### config.mk
export PLATFORM = sky130hd
export DESIGN_NAME = turbo_out_buffer
export DESIGN_NICKNAME = d
export VERILOG_FILES = /design/src/rtl/turbo_out_pkg.sv /design/src/rtl/bit_ring_store.sv /design/src/rtl/turbo_out_buffer.sv
export SDC_FILE = /design/constraint.sdc
export NUM_CORES = 1
export LEC_CHECK = 0
export CAP_MARGIN = 20
export CORE_MARGIN = 5
export CORE_UTILIZATION = 45
export CTS_CLUSTER_SIZE = 28
export DETAILED_ROUTE_END_ITERATION = 7
export RECOVER_POWER = 25
export SYNTH_ARGS = -nofsm -noshare
export SYNTH_HDL_FRONTEND = slang
export SYNTH_SLANG_ARGS = --single-unit
### constraint.sdc
create_clock -name clk -period 4.65 [get_ports clk]
set_input_delay 0.465 -clock clk [delete_from_list [all_inputs] [get_ports clk]]
set_output_delay 0.465 -clock clk [all_outputs]
set_load 0.02 [all_outputs]
### src/rtl/turbo_out_pkg.sv
`default_nettype none
// ============================================================================
// turbo_out_pkg : shared states, mode codes and sizing helpers for the turbo
//                 encoder output rate-matching buffer.
// Revision      : 1.0
// ============================================================================
package turbo_out_pkg;

    typedef enum logic [1:0] {
        ST_IDLE   = 2'd0,
        ST_STREAM = 2'd1,
        ST_DRAIN  = 2'd2
    } state_e;

    localparam logic MODE_NORMAL = 1'b0;
    localparam logic MODE_TERM   = 1'b1;

    localparam int BITS_NORMAL = 3;
    localparam int BITS_TERM   = 4;

    function automatic int ptr_w(input int depth);
        return (depth > 1) ? $clog2(depth) : 1;
    endfunction

endpackage
`default_nettype wire

### src/rtl/bit_ring_store.sv
`default_nettype none
// ============================================================================
// bit_ring_store : DEPTH-bit circular store, 4-bit scattered write and an
//                  OUT_LANES-bit contiguous read that wraps modulo DEPTH.
// Revision       : 1.0
// ============================================================================
module bit_ring_store #(
    parameter int DEPTH     = 32,
    parameter int OUT_LANES = 2,
    parameter int PW        = 5
) (
    input  logic                 clk,
    input  logic                 reset,
    input  logic [4*PW-1:0]      wr_addr_i,
    input  logic [3:0]           wr_en_i,
    input  logic [3:0]           wr_data_i,
    input  logic [PW-1:0]        rd_addr_i,
    output logic [OUT_LANES-1:0] rd_data_o
);

    logic [DEPTH-1:0] mem_q;

    always_ff @(posedge clk or posedge reset) begin
        if (reset) begin
            mem_q <= '0;
        end else begin
            for (int j = 0; j < 4; j++) begin
                if (wr_en_i[j]) begin
                    mem_q[wr_addr_i[j*PW +: PW]] <= wr_data_i[j];
                end
            end
        end
    end

    always_comb begin
        rd_data_o = '0;
        for (int i = 0; i < OUT_LANES; i++) begin
            rd_data_o[i] = mem_q[rd_addr_i + PW'(i)];
        end
    end

endmodule
`default_nettype wire

### src/rtl/turbo_out_buffer.sv
`default_nettype none
// ============================================================================
// turbo_out_buffer : packs encoder symbols (tail symbols in termination order)
//                    into a bit ring and streams held OUT_LANES-bit words.
// Revision         : 1.0
// ============================================================================
module turbo_out_buffer
    import turbo_out_pkg::*;
#(
    parameter int IN_W      = 4,
    parameter int OUT_LANES = 2,
    parameter int DEPTH     = 32,
    parameter int TERM_SYMS = 3,
    parameter int HOLD      = 8,
    parameter int START_LVL = 6
) (
    input  logic                 clk,
    input  logic                 reset,
    input  logic                 mode,
    input  logic [IN_W-1:0]      in,
    input  logic                 in_valid,
    output logic                 in_ready,
    input  logic                 flush,
    output logic [OUT_LANES-1:0] out,
    output logic                 out_valid,
    input  logic                 out_ready,
    output logic                 drop
);

    localparam int PW = ptr_w(DEPTH);
    localparam int FW = PW + 1;
    localparam int KW = $clog2(TERM_SYMS) + 1;
    localparam int HW = $clog2(HOLD) + 1;

    localparam logic [FW-1:0] DEPTH_F   = FW'(DEPTH);
    localparam logic [FW-1:0] LANES_F   = FW'(OUT_LANES);
    localparam logic [FW-1:0] START_F   = FW'(START_LVL);
    localparam logic [FW-1:0] NORM_F    = FW'(BITS_NORMAL);
    localparam logic [FW-1:0] TERM_F    = FW'(BITS_TERM * TERM_SYMS);
    localparam logic [FW-1:0] TAIL_STEP = FW'(2);
    localparam logic [FW-1:0] TAIL_LAST = FW'(2 + 2 * TERM_SYMS);
    localparam logic [PW-1:0] NORM_P    = PW'(BITS_NORMAL);
    localparam logic [PW-1:0] TWO_T_P   = PW'(2 * TERM_SYMS);
    localparam logic [PW-1:0] WR_TAIL_P = PW'(BITS_TERM * TERM_SYMS);
    localparam logic [KW-1:0] K_LAST    = KW'(TERM_SYMS - 1);
    localparam logic [HW-1:0] HOLD_INIT = HW'(HOLD - 1);

    state_e                 state_q, state_d;
    logic [PW-1:0]          wr_q, wr_d, rd_q, rd_d;
    logic [FW-1:0]          fill_q, fill_d, free_w, added_w, removed_w;
    logic [KW-1:0]          tail_k_q, tail_k_d;
    logic [HW-1:0]          hold_q, hold_d;
    logic                   flush_pend_q, flush_pend_d;
    logic [OUT_LANES-1:0]   out_q, out_d, rd_data_w;
    logic                   out_valid_q, out_valid_d, drop_q;
    logic                   acc_w, tail_sym_w, release_w, can_load_w, load_w;
    logic [PW-1:0]          k2_w, a0_w, a1_w, a2_w, a3_w;
    logic [3:0]             wr_en_w;

    assign free_w = DEPTH_F - fill_q;

    // Once a tail sequence has started its full 4T footprint is already reserved.
    always_comb begin
        in_ready = 1'b0;
        if (!reset && state_q != ST_DRAIN) begin
            if (tail_k_q != '0) begin
                in_ready = 1'b1;
            end else if (mode == MODE_NORMAL) begin
                in_ready = (free_w >= NORM_F);
            end else begin
                in_ready = (free_w >= TERM_F);
            end
        end
    end

    assign acc_w      = in_valid & in_ready;
    assign tail_sym_w = acc_w & ((tail_k_q != '0) | (mode == MODE_TERM));

    // wr_q stays at the tail base b until the whole sequence is committed.
    assign k2_w = PW'(tail_k_q) << 1;
    assign a0_w = tail_sym_w ? (wr_q + k2_w)                      : wr_q;
    assign a1_w = tail_sym_w ? (wr_q + k2_w + PW'(1))             : (wr_q + PW'(1));
    assign a2_w = tail_sym_w ? (wr_q + TWO_T_P + k2_w)            : (wr_q + PW'(2));
    assign a3_w = tail_sym_w ? (wr_q + TWO_T_P + k2_w + PW'(1))   : (wr_q + PW'(3));
    assign wr_en_w = !acc_w ? 4'b0000 : (tail_sym_w ? 4'b1111 : 4'b0111);

    bit_ring_store #(
        .DEPTH     (DEPTH),
        .OUT_LANES (OUT_LANES),
        .PW        (PW)
    ) u_store (
        .clk       (clk),
        .reset     (reset),
        .wr_addr_i ({a3_w, a2_w, a1_w, a0_w}),
        .wr_en_i   (wr_en_w),
        .wr_data_i (in[3:0]),
        .rd_addr_i (rd_q),
        .rd_data_o (rd_data_w)
    );

    always_comb begin
        state_d      = state_q;
        wr_d         = wr_q;
        rd_d         = rd_q;
        tail_k_d     = tail_k_q;
        flush_pend_d = flush_pend_q;
        hold_d       = hold_q;
        out_d        = out_q;
        out_valid_d  = out_valid_q;
        added_w      = '0;
        removed_w    = '0;
        load_w       = 1'b0;
        release_w    = out_valid_q && (hold_q == '0) && out_ready;
        can_load_w   = !out_valid_q || release_w;

        if (acc_w) begin
            if (tail_sym_w) begin
                if (tail_k_q == K_LAST) begin
                    added_w  = TAIL_LAST;
                    tail_k_d = '0;
                    wr_d     = wr_q + WR_TAIL_P;
                end else begin
                    added_w  = TAIL_STEP;
                    tail_k_d = tail_k_q + KW'(1);
                end
            end else begin
                added_w = NORM_F;
                wr_d    = wr_q + NORM_P;
            end
        end

        if (out_valid_q && hold_q != '0) begin
            hold_d = hold_q - HW'(1);
        end
        if (release_w) begin
            out_valid_d = 1'b0;
        end

        case (state_q)
            ST_IDLE: begin
                if (fill_q >= START_F && fill_q >= LANES_F) begin
                    load_w  = 1'b1;
                    state_d = ST_STREAM;
                end
            end
            ST_STREAM: begin
                load_w = can_load_w && (fill_q >= LANES_F);
            end
            ST_DRAIN: begin
                if (can_load_w && fill_q != '0) begin
                    load_w = 1'b1;
                end else if (fill_q == '0 && !out_valid_q) begin
                    state_d = ST_IDLE;
                end
            end
            default: state_d = ST_IDLE;
        endcase

        // A short final word in DRAIN takes what is left and zero-pads the rest.
        if (load_w) begin
            removed_w   = (fill_q < LANES_F) ? fill_q : LANES_F;
            out_valid_d = 1'b1;
            hold_d      = HOLD_INIT;
            rd_d        = rd_q + removed_w[PW-1:0];
            for (int i = 0; i < OUT_LANES; i++) begin
                out_d[i] = (FW'(i) < removed_w) ? rd_data_w[i] : 1'b0;
            end
        end

        if (state_q != ST_DRAIN && (flush || flush_pend_q)) begin
            if (tail_k_d == '0) begin
                state_d      = ST_DRAIN;
                flush_pend_d = 1'b0;
            end else begin
                flush_pend_d = 1'b1;
            end
        end
    end

    assign fill_d = fill_q + added_w - removed_w;

    always_ff @(posedge clk or posedge reset) begin
        if (reset) begin
            state_q      <= ST_IDLE;
            wr_q         <= '0;
            rd_q         <= '0;
            fill_q       <= '0;
            tail_k_q     <= '0;
            hold_q       <= '0;
            flush_pend_q <= 1'b0;
            out_q        <= '0;
            out_valid_q  <= 1'b0;
            drop_q       <= 1'b0;
        end else begin
            state_q      <= state_d;
            wr_q         <= wr_d;
            rd_q         <= rd_d;
            fill_q       <= fill_d;
            tail_k_q     <= tail_k_d;
            hold_q       <= hold_d;
            flush_pend_q <= flush_pend_d;
            out_q        <= out_d;
            out_valid_q  <= out_valid_d;
            drop_q       <= in_valid & ~in_ready;
        end
    end

    assign out       = out_q;
    assign out_valid = out_valid_q;
    assign drop      = drop_q;

endmodule
`default_nettype wire

# Word level (Yosys, flattened, before mapping)
# Cells that the tools add are included.
word_totals:
  register_bits: 62
  in_bits: 10
  word_cells: 136
op_classes:
  addsub: 16
  order_cmp: 17
  n_eq_ne: 5
  n_mux: 55
  bitwise: 5
  reduce_logical: 27
ops:
  columns: ["cell", "count"]
  rows:
  - ["32-bit bitwise mux", 4]
  - ["32-bit two-way mux", 4]
  - ["5-bit by 6-bit < comparator with 1-bit output (second input constant)", 6]
  - ["5-bit two-way mux", 6]
  - ["6-bit two-way mux", 4]
  - ["5-bit by 1-bit adder with 5-bit output (second input constant)", 4]
  - ["1-bit demux with 5-bit select", 4]
  - ["5-bit by 1-bit >= comparator with 1-bit output (second input constant)", 4]
  - ["4-bit two-way mux", 5]
  - ["1-bit two-way mux", 16]
  - ["1-bit logical AND", 13]
  - ["6-bit by 2-bit >= comparator with 1-bit output (second input constant)", 2]
  - ["1-bit by 6-bit < comparator with 1-bit output (first input constant)", 2]
  - ["5-bit by 2-bit adder with 5-bit output (second input constant)", 2]
  - ["5-bit by 4-bit adder with 5-bit output", 2]
  - ["1-bit binary-select mux with 5-bit select", 2]
  - ["2-bit two-way mux", 5]
  - ["3-bit two-way mux", 3]
  - ["6-bit adder", 1]
  - ["6-bit by 3-bit >= comparator with 1-bit output (second input constant)", 1]
  - ["6-bit by 4-bit >= comparator with 1-bit output (second input constant)", 1]
  - ["6-bit logical NOT", 1]
  - ["6-bit by 2-bit < comparator with 1-bit output (second input constant)", 1]
  - ["2-bit case mux with 3 select lines", 1]
  - ["26 further kinds", 31]

# Logic depth before layout (Yosys ltp)
logic_depth:
  depth_word: 20
  ltp_mapped: 18

# By module
# A second synthesis with hierarchy kept.
hier_totals:
  hier_cells: 719
  hier_area_um2: 6007.0
modules_own_cells:
  columns: ["module", "n_inst", "cells_per_inst", "area_per_inst_um2", "seq_area_each_um2"]
  rows:
  - ["bit_ring_store", 1, 429, 3427.0, 800.8]
  - ["turbo_out_buffer", 1, 290, 2580.0, 750.7]

# Worst setup path before layout
# No wires, ideal clock.
synth_path:
  kind: "in2reg"
  start: "input reset"
  end: "register fill_q[5]"
  arrival_time_ns: 4.429
  setup_slack_ns: 0.142
  path_stages: 12
  n_path_buf: 0
  path_cell_list: "inv_1 -> nand3_1 -> nor2_1 -> nand2_1 -> fa_1 -> inv_1 -> ha_1 -> a21o_1 -> a21oi_1 -> o21bai_1 -> a21oi_1 -> xor2_1"
synth_via:
  elab_chain_cells: 9
synth_rtl:
  columns: ["item", "line_no", "text"]
  rows:
  - ["from (decl)", "turbo_out_buffer.sv:18", "input logic reset,"]
  - ["1-bit logical NOT (no source line) *", null, null]
  - ["1-bit logical AND *", "turbo_out_buffer.sv:65", "if (!reset && state_q != ST_DRAIN) begin"]
  - ["1-bit two-way mux *", "turbo_out_buffer.sv:65", null]
  - ["1-bit AND *", "turbo_out_buffer.sv:76", "assign acc_w = in_valid & in_ready;"]
  - ["1-bit AND", "turbo_out_buffer.sv:77", "assign tail_sym_w = acc_w & ((tail_k_q != '0) | (mode == MODE_TERM));"]
  - ["6-bit two-way mux", "turbo_out_buffer.sv:117", "if (tail_sym_w) begin"]
  - ["6-bit two-way mux *", "turbo_out_buffer.sv:116", "if (acc_w) begin"]
  - ["6-bit adder *", "turbo_out_buffer.sv:180", "assign fill_d = fill_q + added_w - removed_w;"]
  - ["6-bit subtractor *", "turbo_out_buffer.sv:180", null]
  - ["named net fill_d[5]", "turbo_out_buffer.sv:50", "logic [FW-1:0] fill_q, fill_d, free_w, added_w, removed_w;"]
  - ["to (signal assigned)", "turbo_out_buffer.sv:198", "fill_q <= fill_d;"]
  - ["to (decl)", "turbo_out_buffer.sv:50", null]
# Mark *: on every way through the listed nets, which the timed path passes. The rest lies on a longest branch.
# A chain may end at the register's enable or synchronous reset.

# Worst setup path in the final report
layout_path:
  start: "register tail_k_q[1]"
  end: "register u_store.mem_q[11]"
layout_via:
  elab_chain_cells: 18
  elab_cells_between_ends: 44
  classes_between: "add/sub: 4; order compare: 8; mux: 24; bitwise: 3; reduce/logical: 5"
layout_rtl:
  columns: ["item", "line_no", "text"]
  rows:
  - ["from (decl)", "turbo_out_buffer.sv:51", "logic [KW-1:0] tail_k_q, tail_k_d;"]
  - ["from (signal assigned)", "turbo_out_buffer.sv:199", "tail_k_q <= tail_k_d;"]
  - ["branches (longest 17 deep; another with 5-bit by 6-bit < comparator with 1-bit output)", null, null]
  - ["32-bit two-way mux *", "bit_ring_store.sv:28", "if (wr_en_i[j]) begin"]
  - ["to (signal, indexed assignment)", "bit_ring_store.sv:29", "mem_q[wr_addr_i[j*PW +: PW]] <= wr_data_i[j];"]
  - ["to (decl)", "bit_ring_store.sv:21", "logic [DEPTH-1:0] mem_q;"]
# Mark *: on every way between the ends.

==> flow_metrics.env <==
export IMPL_status="finished, violations left"
export IMPL_violations="capacitance limit, slew limit"
export IMPL_setup_violations=0
export IMPL_yosysWarnings=0
export IMPL_root_buffer="clkbuf_16"
export IMPL_critPathCaptureType="register"
export IMPL_ios=15
export IMPL_layout_nets=817
export IMPL_met1_usage_pct=36.2
export IMPL_utilization_pct=49.5
export IMPL_cp_data_arrival_time_ps=4400
export IMPL_rsz0062_at_grt="false"
export IMPL_syn_inst=775
export IMPL_gp_congestion=0.961
export IMPL_core_area_um2=14600
export IMPL_final_cell_mix="84 x nand2_1, 66 x nor2_1, 62 x dfrtp_1, 39 x a21oi_1, 33 x inv_1"
export IMPL_drv_cap=1
export IMPL_fill_cells=1418
export IMPL_clk_latency_ps=350
export IMPL_clk_pin_slew_ps=60
export IMPL_multiInputGateArea_um2=4760
export IMPL_clock_path_buffers=2
export IMPL_final_cells=963
export IMPL_synth_seq_cells=62
export IMPL_relSlewSlack_pct=-12.6
export IMPL_ys_types=89
export IMPL_period_share_pct=90.0
export IMPL_cts_resized=0
export IMPL_routed_via_density=6.68
export IMPL_cp_start_kind="register"
export IMPL_start_util_pct=46.1
export IMPL_final_critical_path_setup_slack_ps=467
export IMPL_drv_slew=63
export IMPL_pre_cts_slack_ps=523
export IMPL_grt_use_met2_pct=39.8
export IMPL_hold_path_class="reg2reg"
export IMPL_grt_busiest_layer="met2"
export IMPL_seq_area_um2=1550
export IMPL_postRouteAntennaNets=0
export IMPL_fmax_ghz=0.239
export IMPL_cp_max_fo=11
export IMPL_drtPass1Iterations=5
export IMPL_die_width_um=132
export IMPL_cts_setup_buffers=0
export IMPL_rows=44
export IMPL_antenna_found_initial=0
export IMPL_finClkSkew_ps=9.83
export IMPL_grt_pass1_wl_um=35500
export IMPL_fin_setup_tns_ps=0
export IMPL_htree_levels=3
export IMPL_crit_type="reg2reg"
export IMPL_drive_gt1_share_pct=13.2
export IMPL_async_reset_ff_share_pct=100
export IMPL_vias=6432
export IMPL_grt_usage_pct=25.7
export IMPL_finalHoldViolCount=0
export IMPL_cts_sinks=62
export IMPL_dp_cells=947
export IMPL_wirelength_um=22500
export IMPL_cts_tree="done"
export IMPL_die_y_um=132
export IMPL_tightest_slew_ps=1690
export IMPL_wl_per_cell_um=23.4
export IMPL_synth_flop_cell="dfrtp_1"
export IMPL_dieArea_um2=17500
export IMPL_drc=0
export IMPL_synth_nets=818
export IMPL_layout_cells_most_common="nand2_1"
export IMPL_period_minus_slack_ps=4180
export IMPL_diodes=0
export IMPL_cts_made_buffers=9
export IMPL_drt_initial_drc_count=595
export IMPL_portBuffers=14
export IMPL_grt_max_degree=63
export IMPL_overflow=0
export IMPL_ctsHoldBuffers=0
export IMPL_synth_enable_flop_cells=0
export IMPL_cp_required_ps=4870
export IMPL_synth_area_per_cell_um2=8.71
export IMPL_syn_to_final_growth_pct=7.49
export IMPL_dp_hpwl_um=16600
export IMPL_ys_seq_area_share_pct=23.0
export IMPL_grt_util_met3_pct=4.37
export IMPL_first_global_vias=6156
export IMPL_syn_cell_area_um2=6750
## worst max-delay path, stage by stage (launching register included)
cell and delay [ps]:
dfrtp_1 520, inv_1 160, ha_1 340, inv_1 50
ha_1 210, fa_1 420, xor2_1 620, nand2_1 110
o22ai_1 150, a32oi_1 130, mux4_2 610, o32ai_1 280
a211oi_1 80, or3_1 380
## logic make-up after synthesis
| kind of cell | after synthesis | synth area share, % |
|---|---|---|
| adders and majority gates | 33 | 6.79 |
| muxes | 62 | 15.3 |
| DFF | 62 | 23.0 |
| buffers and inverters | 82 | 6.58 |
| xor gates and xnor gates | 34 | 4.41 |
| AOI/OAI and AO/OA | 218 | 23.0 |
| and+or+nand+nor | 284 | 21.0 |
## final timing paths
| kind | slack [ps] | from | cells after the start | endpoint |
|---|---|---|---|---|
| worst max-delay path | 470 | tail_k_q[1] | 13 | u_store.mem_q[11] |
| worst min-delay path | 480 | out[1] | 2 | out[1] |
| worst max register to register | 470 | tail_k_q[1] | 13 | u_store.mem_q[11] |
| worst min register to register | 480 | out[1] | 2 | out[1] |
| max in group asynchronous | 2410 | reset | 3 | u_store.mem_q[10] |
| min in group asynchronous | 1190 | reset | 3 | flush_pend_q |
## per-layer routing
| layer | share of wire, % | up-vias |
|---|---|---|
| met4 | 3.2 | 0 |
| met5 | 0 | - |
| met3 | 7.8 | 56 |
| met1 | 44 | 3141 |
| met2 | 45 | 309 |
| li1 | - | 2926 |
## area by class of cell
class                      count  area share (%)
sequential                    62            21.4
tap                          184            3.17
multi-input combinational    631            65.7
clock buffer                  11            3.21
clock inverter                 5           0.828
timing repair buffer          32            3.76
inverter                      38            1.97
## flip-flops by register name (all words and copies together) (netlist names), 2 cells and up
register / count
wr_q: 5
state_q: 2
out: 2
rd_q: 5
u_store.mem_q: 32
fill_q: 6
tail_k_q: 3
hold_q: 4
## cells in the mapped netlist, drive strengths merged, types with 5 or more instances
cell type / n / area, µm²
nand2b: 5 / 31.3
o22ai: 10 / 62.6
nor3: 26 / 135
nor2: 68 / 268
nand3: 31 / 160
inv: 37 / 139
a22oi: 6 / 45.0
nor4: 10 / 105
a21o: 10 / 77.6
nor2b: 11 / 76.3
xor2: 12 / 105
xnor2: 22 / 193
a221o: 9 / 90.1
dfrtp: 62 / 1550
a221oi: 8 / 70.1
or3: 8 / 50.1
o211ai: 10 / 85.1
and3: 11 / 71.3
o21ai: 38 / 190
o31ai: 6 / 58.8
mux4: 27 / 627
mux2: 10 / 113
nand2: 85 / 322
o221ai: 7 / 61.3
fa: 6 / 120
buf: 21 / 164
mux2i: 25 / 290
clkbuf: 23 / 138
a211oi: 11 / 82.6
ha: 27 / 338
and2: 13 / 83.8
a21oi: 40 / 204
a31oi: 13 / 81.3
o21a: 6 / 45.0
nand4: 6 / 37.5
a32oi: 12 / 105
## metrics by stage
stage	hold slack, ps	instance area, µm²
3_5_place_dp	470	6970
4_1_cts	483	7260
3_3_place_gp	452	6970
6_report	480	7250
2_1_floorplan	438	6750
5_1_grt	517	7250
Power is not shown: default switching activity piles up to over one toggle a cycle in this logic, so the estimate is an artifact.
